## src/rtl/i3c_multi_bus_io_if.sv

```systemverilog
// Controller-side and pad-side signal bundle for i3c_multi_bus_io.
// The slave modport is the pad glue; the master modport is the controller/pad-ring side.
interface i3c_multi_bus_io_if #(
  parameter int NumBuses = 2
);
  logic [NumBuses-1:0]   bus_en_i;
  logic [NumBuses-1:0]   sel_od_pp_i;
  logic [NumBuses-1:0]   scl_phy_i;
  logic [NumBuses-1:0]   sda_phy_i;
  logic [NumBuses-1:0]   scl_pad_i;
  logic [NumBuses-1:0]   sda_pad_i;
  logic [NumBuses-1:0]   glitch_clr_i;
  logic [NumBuses-1:0]   scl_pad_o;
  logic [NumBuses-1:0]   sda_pad_o;
  logic [NumBuses-1:0]   scl_pad_oe_o;
  logic [NumBuses-1:0]   sda_pad_oe_o;
  logic [NumBuses-1:0]   scl_filt_o;
  logic [NumBuses-1:0]   sda_filt_o;
  logic [2*NumBuses-1:0] mode_o;
  logic [8*NumBuses-1:0] glitch_cnt_o;

  modport slave (
    input  bus_en_i, sel_od_pp_i, scl_phy_i, sda_phy_i, scl_pad_i, sda_pad_i, glitch_clr_i,
    output scl_pad_o, sda_pad_o, scl_pad_oe_o, sda_pad_oe_o, scl_filt_o, sda_filt_o,
           mode_o, glitch_cnt_o
  );

  modport master (
    output bus_en_i, sel_od_pp_i, scl_phy_i, sda_phy_i, scl_pad_i, sda_pad_i, glitch_clr_i,
    input  scl_pad_o, sda_pad_o, scl_pad_oe_o, sda_pad_oe_o, scl_filt_o, sda_filt_o,
           mode_o, glitch_cnt_o
  );
endinterface

```

## src/rtl/i3c_multi_bus_io.sv

```systemverilog
// Multi-bus I3C pad glue: per-bus OD/PP/handoff drive FSM, synchronised glitch
// filters on SCL/SDA, and a saturating per-bus rejected-glitch counter.
module i3c_multi_bus_io #(
  parameter int NumBuses      = 2,
  parameter int SyncStages    = 2,
  parameter int FiltLen       = 3,
  parameter int HandoffCycles = 2
) (
  input  logic           clk_i,
  input  logic           rst_i,
  i3c_multi_bus_io_if.slave io
);

  localparam int FCW = $clog2(FiltLen + 1);
  localparam int HCW = (HandoffCycles > 1) ? $clog2(HandoffCycles) : 1;
  localparam logic [FCW-1:0] FiltLast = FCW'(FiltLen - 1);
  localparam logic [HCW-1:0] HoLoad   = HCW'(HandoffCycles - 1);

  typedef enum logic [1:0] {
    MODE_OD = 2'd0,
    MODE_PP = 2'd1,
    MODE_HO = 2'd2
  } mode_e;

  function automatic logic [7:0] sat_add(input logic [7:0] cnt, input logic [1:0] inc);
    logic [8:0] sum;
    sum = {1'b0, cnt} + {7'd0, inc};
    return sum[8] ? 8'hFF : sum[7:0];
  endfunction

  // Lines are interleaved: even index = SCL of bus l/2, odd index = SDA.
  logic [2*NumBuses-1:0] pad_raw;
  logic [2*NumBuses-1:0] filt;
  logic [2*NumBuses-1:0] rej;

  for (genvar l = 0; l < 2*NumBuses; l++) begin : g_line
    logic [SyncStages-1:0] sync_q;
    logic                  filt_q;
    logic [FCW-1:0]        cnt_q;
    logic                  sync_s;

    assign sync_s = sync_q[SyncStages-1];

    always_ff @(posedge clk_i or posedge rst_i) begin
      if (rst_i) begin
        sync_q <= '1;
        filt_q <= 1'b1;
        cnt_q  <= '0;
      end else begin
        sync_q <= {sync_q[SyncStages-2:0], pad_raw[l]};
        if (sync_s == filt_q) begin
          cnt_q <= '0;
        end else if (cnt_q == FiltLast) begin
          filt_q <= sync_s;
          cnt_q  <= '0;
        end else begin
          cnt_q <= cnt_q + FCW'(1);
        end
      end
    end

    // A line that falls back to the accepted level mid-count was a glitch.
    assign rej[l]  = (sync_s == filt_q) && (cnt_q != '0);
    assign filt[l] = filt_q;
  end

  for (genvar b = 0; b < NumBuses; b++) begin : g_bus
    mode_e          state_q, state_d;
    logic [HCW-1:0] ho_q, ho_d;
    logic           scl_oe_d, scl_o_d, sda_oe_d, sda_o_d;
    logic           scl_oe_q, scl_o_q, sda_oe_q, sda_o_q;
    logic [7:0]     gcnt_q;
    logic           en, sel;

    assign en  = io.bus_en_i[b];
    assign sel = io.sel_od_pp_i[b];

    always_ff @(posedge clk_i or posedge rst_i) begin
      if (rst_i) begin
        state_q  <= MODE_OD;
        ho_q     <= '0;
        scl_oe_q <= 1'b0;
        scl_o_q  <= 1'b0;
        sda_oe_q <= 1'b0;
        sda_o_q  <= 1'b0;
      end else begin
        state_q  <= state_d;
        ho_q     <= ho_d;
        scl_oe_q <= scl_oe_d;
        scl_o_q  <= scl_o_d;
        sda_oe_q <= sda_oe_d;
        sda_o_q  <= sda_o_d;
      end
    end

    // Drive values follow the next state so mode and pads change on the same edge.
    always_comb begin
      state_d  = state_q;
      ho_d     = ho_q;
      scl_oe_d = 1'b0;
      scl_o_d  = 1'b0;
      sda_oe_d = 1'b0;
      sda_o_d  = 1'b0;
      if (!en) begin
        state_d = MODE_OD;
        ho_d    = '0;
      end else begin
        unique case (state_q)
          MODE_OD: if (sel) state_d = MODE_PP;
          MODE_PP: begin
            if (!sel) begin
              state_d = MODE_HO;
              ho_d    = HoLoad;
            end
          end
          MODE_HO: begin
            if (sel) begin
              state_d = MODE_PP;
              ho_d    = '0;
            end else if (ho_q == '0) begin
              state_d = MODE_OD;
            end else begin
              ho_d = ho_q - HCW'(1);
            end
          end
          default: state_d = MODE_OD;
        endcase
        if (state_d == MODE_OD) begin
          scl_oe_d = ~io.scl_phy_i[b];
          sda_oe_d = ~io.sda_phy_i[b];
        end else begin
          scl_oe_d = 1'b1;
          scl_o_d  = io.scl_phy_i[b];
          sda_oe_d = 1'b1;
          sda_o_d  = io.sda_phy_i[b];
        end
      end
    end

    always_ff @(posedge clk_i or posedge rst_i) begin
      if (rst_i) begin
        gcnt_q <= '0;
      end else if (io.glitch_clr_i[b]) begin
        gcnt_q <= '0;
      end else begin
        gcnt_q <= sat_add(gcnt_q, 2'(rej[2*b]) + 2'(rej[2*b+1]));
      end
    end

    assign pad_raw[2*b]           = io.scl_pad_i[b];
    assign pad_raw[2*b+1]         = io.sda_pad_i[b];
    assign io.scl_filt_o[b]       = filt[2*b];
    assign io.sda_filt_o[b]       = filt[2*b+1];
    assign io.scl_pad_o[b]        = scl_o_q;
    assign io.sda_pad_o[b]        = sda_o_q;
    assign io.scl_pad_oe_o[b]     = scl_oe_q;
    assign io.sda_pad_oe_o[b]     = sda_oe_q;
    assign io.mode_o[2*b +: 2]    = state_q;
    assign io.glitch_cnt_o[8*b +: 8] = gcnt_q;
  end

endmodule

```

## src/flat_wrapper.sv

```systemverilog
// flat-port wrapper written by rule: the top's interface ports become plain ports
module i3c_multi_bus_io_flat 
#(
  parameter int NumBuses      = 2,
  parameter int SyncStages    = 2,
  parameter int FiltLen       = 3,
  parameter int HandoffCycles = 2
)
  (clk_i, rst_i, io_bus_en_i, io_sel_od_pp_i, io_scl_phy_i, io_sda_phy_i, io_scl_pad_i, io_sda_pad_i, io_glitch_clr_i, io_scl_pad_o, io_sda_pad_o, io_scl_pad_oe_o, io_sda_pad_oe_o, io_scl_filt_o, io_sda_filt_o, io_mode_o, io_glitch_cnt_o);
  i3c_multi_bus_io_if #(.NumBuses(NumBuses)) io_i ();
  input  logic clk_i;
  input  logic rst_i;
  input wire logic [$bits(io_i.bus_en_i)-1:0] io_bus_en_i;
  input wire logic [$bits(io_i.sel_od_pp_i)-1:0] io_sel_od_pp_i;
  input wire logic [$bits(io_i.scl_phy_i)-1:0] io_scl_phy_i;
  input wire logic [$bits(io_i.sda_phy_i)-1:0] io_sda_phy_i;
  input wire logic [$bits(io_i.scl_pad_i)-1:0] io_scl_pad_i;
  input wire logic [$bits(io_i.sda_pad_i)-1:0] io_sda_pad_i;
  input wire logic [$bits(io_i.glitch_clr_i)-1:0] io_glitch_clr_i;
  output wire logic [$bits(io_i.scl_pad_o)-1:0] io_scl_pad_o;
  output wire logic [$bits(io_i.sda_pad_o)-1:0] io_sda_pad_o;
  output wire logic [$bits(io_i.scl_pad_oe_o)-1:0] io_scl_pad_oe_o;
  output wire logic [$bits(io_i.sda_pad_oe_o)-1:0] io_sda_pad_oe_o;
  output wire logic [$bits(io_i.scl_filt_o)-1:0] io_scl_filt_o;
  output wire logic [$bits(io_i.sda_filt_o)-1:0] io_sda_filt_o;
  output wire logic [$bits(io_i.mode_o)-1:0] io_mode_o;
  output wire logic [$bits(io_i.glitch_cnt_o)-1:0] io_glitch_cnt_o;
  assign io_i.bus_en_i = io_bus_en_i;
  assign io_i.sel_od_pp_i = io_sel_od_pp_i;
  assign io_i.scl_phy_i = io_scl_phy_i;
  assign io_i.sda_phy_i = io_sda_phy_i;
  assign io_i.scl_pad_i = io_scl_pad_i;
  assign io_i.sda_pad_i = io_sda_pad_i;
  assign io_i.glitch_clr_i = io_glitch_clr_i;
  assign io_scl_pad_o = io_i.scl_pad_o;
  assign io_sda_pad_o = io_i.sda_pad_o;
  assign io_scl_pad_oe_o = io_i.scl_pad_oe_o;
  assign io_sda_pad_oe_o = io_i.sda_pad_oe_o;
  assign io_scl_filt_o = io_i.scl_filt_o;
  assign io_sda_filt_o = io_i.sda_filt_o;
  assign io_mode_o = io_i.mode_o;
  assign io_glitch_cnt_o = io_i.glitch_cnt_o;
  i3c_multi_bus_io #(.NumBuses(NumBuses), .SyncStages(SyncStages), .FiltLen(FiltLen), .HandoffCycles(HandoffCycles)) u_core (.clk_i(clk_i), .rst_i(rst_i), .io(io_i));
endmodule
```

## config.mk

```make
export PLATFORM = sky130hd
export DESIGN_NAME = i3c_multi_bus_io_flat
export DESIGN_NICKNAME = d
export VERILOG_FILES = /design/src/rtl/i3c_multi_bus_io_if.sv /design/src/rtl/i3c_multi_bus_io.sv /design/src/flat_wrapper.sv
export SDC_FILE = /design/constraint.sdc
export NUM_CORES = 1
export LEC_CHECK = 0
export BUFFER_PORTS_ARGS = -buffer_cell sky130_fd_sc_hd__buf_2
export CAP_MARGIN = 20
export CORE_MARGIN = 3
export CORE_UTILIZATION = 57
export CTS_CLUSTER_DIAMETER = 60
export DETAILED_ROUTE_END_ITERATION = 10
export HOLD_SLACK_MARGIN = 0.12
export PLACE_DENSITY = 0.88
export RECOVER_POWER = 25
export SKIP_CTS_REPAIR_TIMING = 1
export SLEW_MARGIN = 10
export SYNTH_ARGS = -nofsm -noshare
export SYNTH_HDL_FRONTEND = slang
export SYNTH_SLANG_ARGS = --single-unit
```

## constraint.sdc

```tcl
create_clock -name clk_i -period 7.2 [get_ports clk_i]
set_clock_uncertainty 0.15 [all_clocks]
set_input_delay 0.72 -clock clk_i [delete_from_list [all_inputs] [get_ports clk_i]]
set_output_delay 0.72 -clock clk_i [all_outputs]
set_load 0.02 [all_outputs]
```

==> flow_summary.toml <==
[floorplanning]
initial_core_util = 0.618
die_x_um = 67.6
die_h_um = 67.6
pin_count = 48
num_rows = 21
core_area_um2 = 3490
dieArea_um2 = 4560

[cells_and_area]
fin_util = 0.720
synthToLayoutAreaGrowth_pct = 16.6
stdcell_area_um2 = 2520
num_antenna_cells = 0
drive_gt1_frac = 0.320
finalNonFillerCells = 265
fin_nets = 238

[clock_tree]
h-tree-depth = 2
tritoncts = "built"
clk_transition_reported_paths_ns = 0.09
clk_latency_ns = 0.29
clockBufferDepth = 2
numCtsBuffers = 5
root_buffer = "clkbuf_8"
numClockSinks = 50

[route]
dr.pass1.iters = 4
dr_total_vias = 1413
routed_wl_mm = 3.47
route.antenna.remaining_nets = 0
route.detailed.drc = 0
via_per_inst = 5.33
drt_iter0_drc = 65
wl_per_cell_um = 13.1

[logic_synthesis]
ys_warn_count = 0
yosys_register_bits = 50
synth_edf_count = 0
synthFlopType = "dfrtp_1"
syn_inst = 177
synth_cell_types = 36
syn-cell-area_um2 = 2160
synth-async-reset-ratio = 1.00
yosysSeqAreaShare = 0.586
avgSynthCellArea_um2 = 12.2
syn_nets = 197

[placed_design]
dp_hpwl_mm = 2.55
io_buffers = 47
gp_congestion = 0.750
dpl_cell_area_um2 = 2350
dp.cells = 256

[setup_path]
r2r_slack_ns = 4.58
path_delay_family = "adder cells"
critPathBufInv = 1
timing.rr.start = "u_core.g_line[0].filt_q$_DFFE_PP1P_"
cp_slowest_cell = "dfstp_2"
slowest_delay_ns = 0.56
cp_cell_sequence = "xnor2_1, o21ai_0, fa_1, inv_1, ha_1, and4_2, nand4_1, a31oi_1"
r2r-end = "u_core.g_bus[0].gcnt_q[5]$_DFF_PP0_"
cp-startpoint = "u_core.g_line[0].filt_q$_DFFE_PP1P_"
startpoint_type = "flip-flop"
rr_worst_depth = 8
cp_num_cells = 8
endpoint_kind = "flip-flop"
timing_worst_setup_path_type = "reg2reg"
cp.required_ns = 7.26
worstPathMaxFanout = 5
crit_path_end = "u_core.g_bus[0].gcnt_q[5]$_DFF_PP0_"
worstPathArrival_ns = 2.68

[timing]
fmax_ghz = 0.382
hold_viol_final = 0
fin_setup_tns_ns = 0
worst_pin_slew_ns = 1.00
rsz0062_at_grt = "false"
finalMaxSlewViolations = 0
finalCritPeriodShare = 0.364
finalSetupViolCount = 0
fin_crit_ns = 2.62
maxSlewHeadroom = 0.331

[status]
status = "complete, no violations"

[global_routing]
antenna_found_initial = 0
grt_usage = 0.168
grt_pass1_vias = 1278
grt_max_degree = 51
grt.overflow.total = 0
grt_pass1_wl_mm = 5.69

[power_and_ir_drop]
peakVddDrop_mv = 0.214
p_leak_nw = 1.19
powerDensity_nw_per_um2 = 313

[run]
max_cap_viol_count = 0

[min_path]
hp-class = "reg2reg"
-- worst register-to-register path, delay by kind of cell, from the launching register on --
kind                     cells  cell delay [ns]
AND/OR/NAND/NOR              2             0.52
AO/OA/AOI/OAI                2             0.39
XOR/XNOR                     1             0.16
buffers and inverters        1             0.09
flip-flops                   1             0.56
adder cells (fa/ha/maj)      2             0.67
-- state kept, by name (all words and copies together) (netlist names) --
name / flops
u_core.g_bus.ho_q: 2
u_core.g_bus.sda_oe_q: 2
u_core.g_bus.scl_o_q: 2
u_core.g_bus.sda_o_q: 2
u_core.g_bus.scl_oe_q: 2
u_core.g_line.filt_q: 4
u_core.g_line.cnt_q: 8
u_core.g_line.sync_q: 8
u_core.g_bus.state_q: 4
u_core.g_bus.gcnt_q: 16
-- cell usage after synthesis, drive strengths merged (4+ instances only) --
cell	instances	area share
buf	14	0.045
nand2b	8	0.023
xnor2	6	0.024
a31oi	4	0.012
nor2b	4	0.012
nand3b	4	0.014
dfstp	12	0.15
inv	7	0.012
o21ai	6	0.014
nand3	4	0.012
mux2	4	0.021
a21oi	16	0.037
dfrtp	38	0.44
a21boi	4	0.014
nor3b	5	0.017
and3b	5	0.020
nor3	6	0.014
-- worst min-delay path by stage --
stage	from	endpoint	depth (start not counted)
detailed placement	u_core.g_line[0].sync_q[0]$_DFF_PP1_	u_core.g_line[0].sync_q[1]$_DFF_PP1_	0
global placement	u_core.g_line[1].sync_q[0]$_DFF_PP1_	u_core.g_line[1].sync_q[1]$_DFF_PP1_	0
floorplan	u_core.g_line[0].sync_q[0]$_DFF_PP1_	u_core.g_line[0].sync_q[1]$_DFF_PP1_	0
CTS	u_core.g_line[0].sync_q[0]$_DFF_PP1_	u_core.g_line[0].sync_q[1]$_DFF_PP1_	0
finish	u_core.g_line[0].sync_q[0]$_DFF_PP1_	u_core.g_line[0].sync_q[1]$_DFF_PP1_	0
global route	u_core.g_line[0].sync_q[0]$_DFF_PP1_	u_core.g_line[0].sync_q[1]$_DFF_PP1_	0
-- where the power goes --
part | switching [W] | internal, W | leakage [nW]
clock | 0.0000848 | 0.000139 | 0.0683
sequential | 0.0000400 | 0.000336 | 0.634
combinational | 0.000103 | 0.0000845 | 0.485
total | 0.000227 | 0.000560 | 1.19
-- cell type report --
| class | count | area (µm²) |
|---|---|---|
| Inverter | 7 | 26.3 |
| Timing Repair Buffer | 48 | 260 |
| Clock inverter | 3 | 68.8 |
| Sequential cell | 50 | 1270 |
| Clock buffer | 5 | 68.8 |
| Tap cell | 46 | 57.6 |
| Multi-Input combinational cell | 106 | 769 |
| Fill cell | 249 | 977 |
-- cells by family after synthesis --
kind of cell | synth area share
and+or+nand+nor | 0.167
xor gates and xnor gates | 0.0324
buffers and inverters | 0.0574
AOI/OAI and AO/OA | 0.105
muxes | 0.0209
adders and majority gates | 0.0301
DFF | 0.586
-- routing by layer --
metal	share of wire	up-vias	track usage
met5	0	-	0
met4	0.0043	0	0.0532
met3	0.049	2	0.0399
met2	0.48	35	0.265
met1	0.47	675	0.229
li1	-	701	-
-- metrics by stage --
step	setup slack [ns]	hold slack [ns]	total power, W
detailed placement	4.62	0.197	0.000571
floorplan	4.86	0.195	0.000530
finish	4.58	0.209	0.000787
CTS	4.56	0.211	0.000796
global route	4.39	0.214	0.000841
global placement	4.64	0.196	0.000561
-- cell usage in the layout, fill, tap and decap left out, drive strengths merged --
cell,netlist,final
and3b,5,5
or4b,1,1
dfrtp,38,38
bufinv,0,2
a31oi,4,4
inv,7,7
mux2,4,4
nor2b,4,4
nand4b,2,2
nand3,4,4
and4,2,2
a21oi,16,16
nand3b,4,4
a21boi,4,4
o2bb2ai,2,2
and2,2,2
xor2,2,2
o21a,2,2
buf,14,46
and4b,2,2
nand4,2,2
dfstp,12,12
nor3b,5,5
ha,2,2
fa,2,2
nor4b,1,1
nor3,6,6
clkinv,0,1
a211oi,2,2
o21ai,6,6
nand2,2,2
xnor2,6,6
o21bai,2,2
or3,2,2
clkbuf,0,7
nand2b,8,8
No activity file was read; power rests on OpenSTA's default activity.
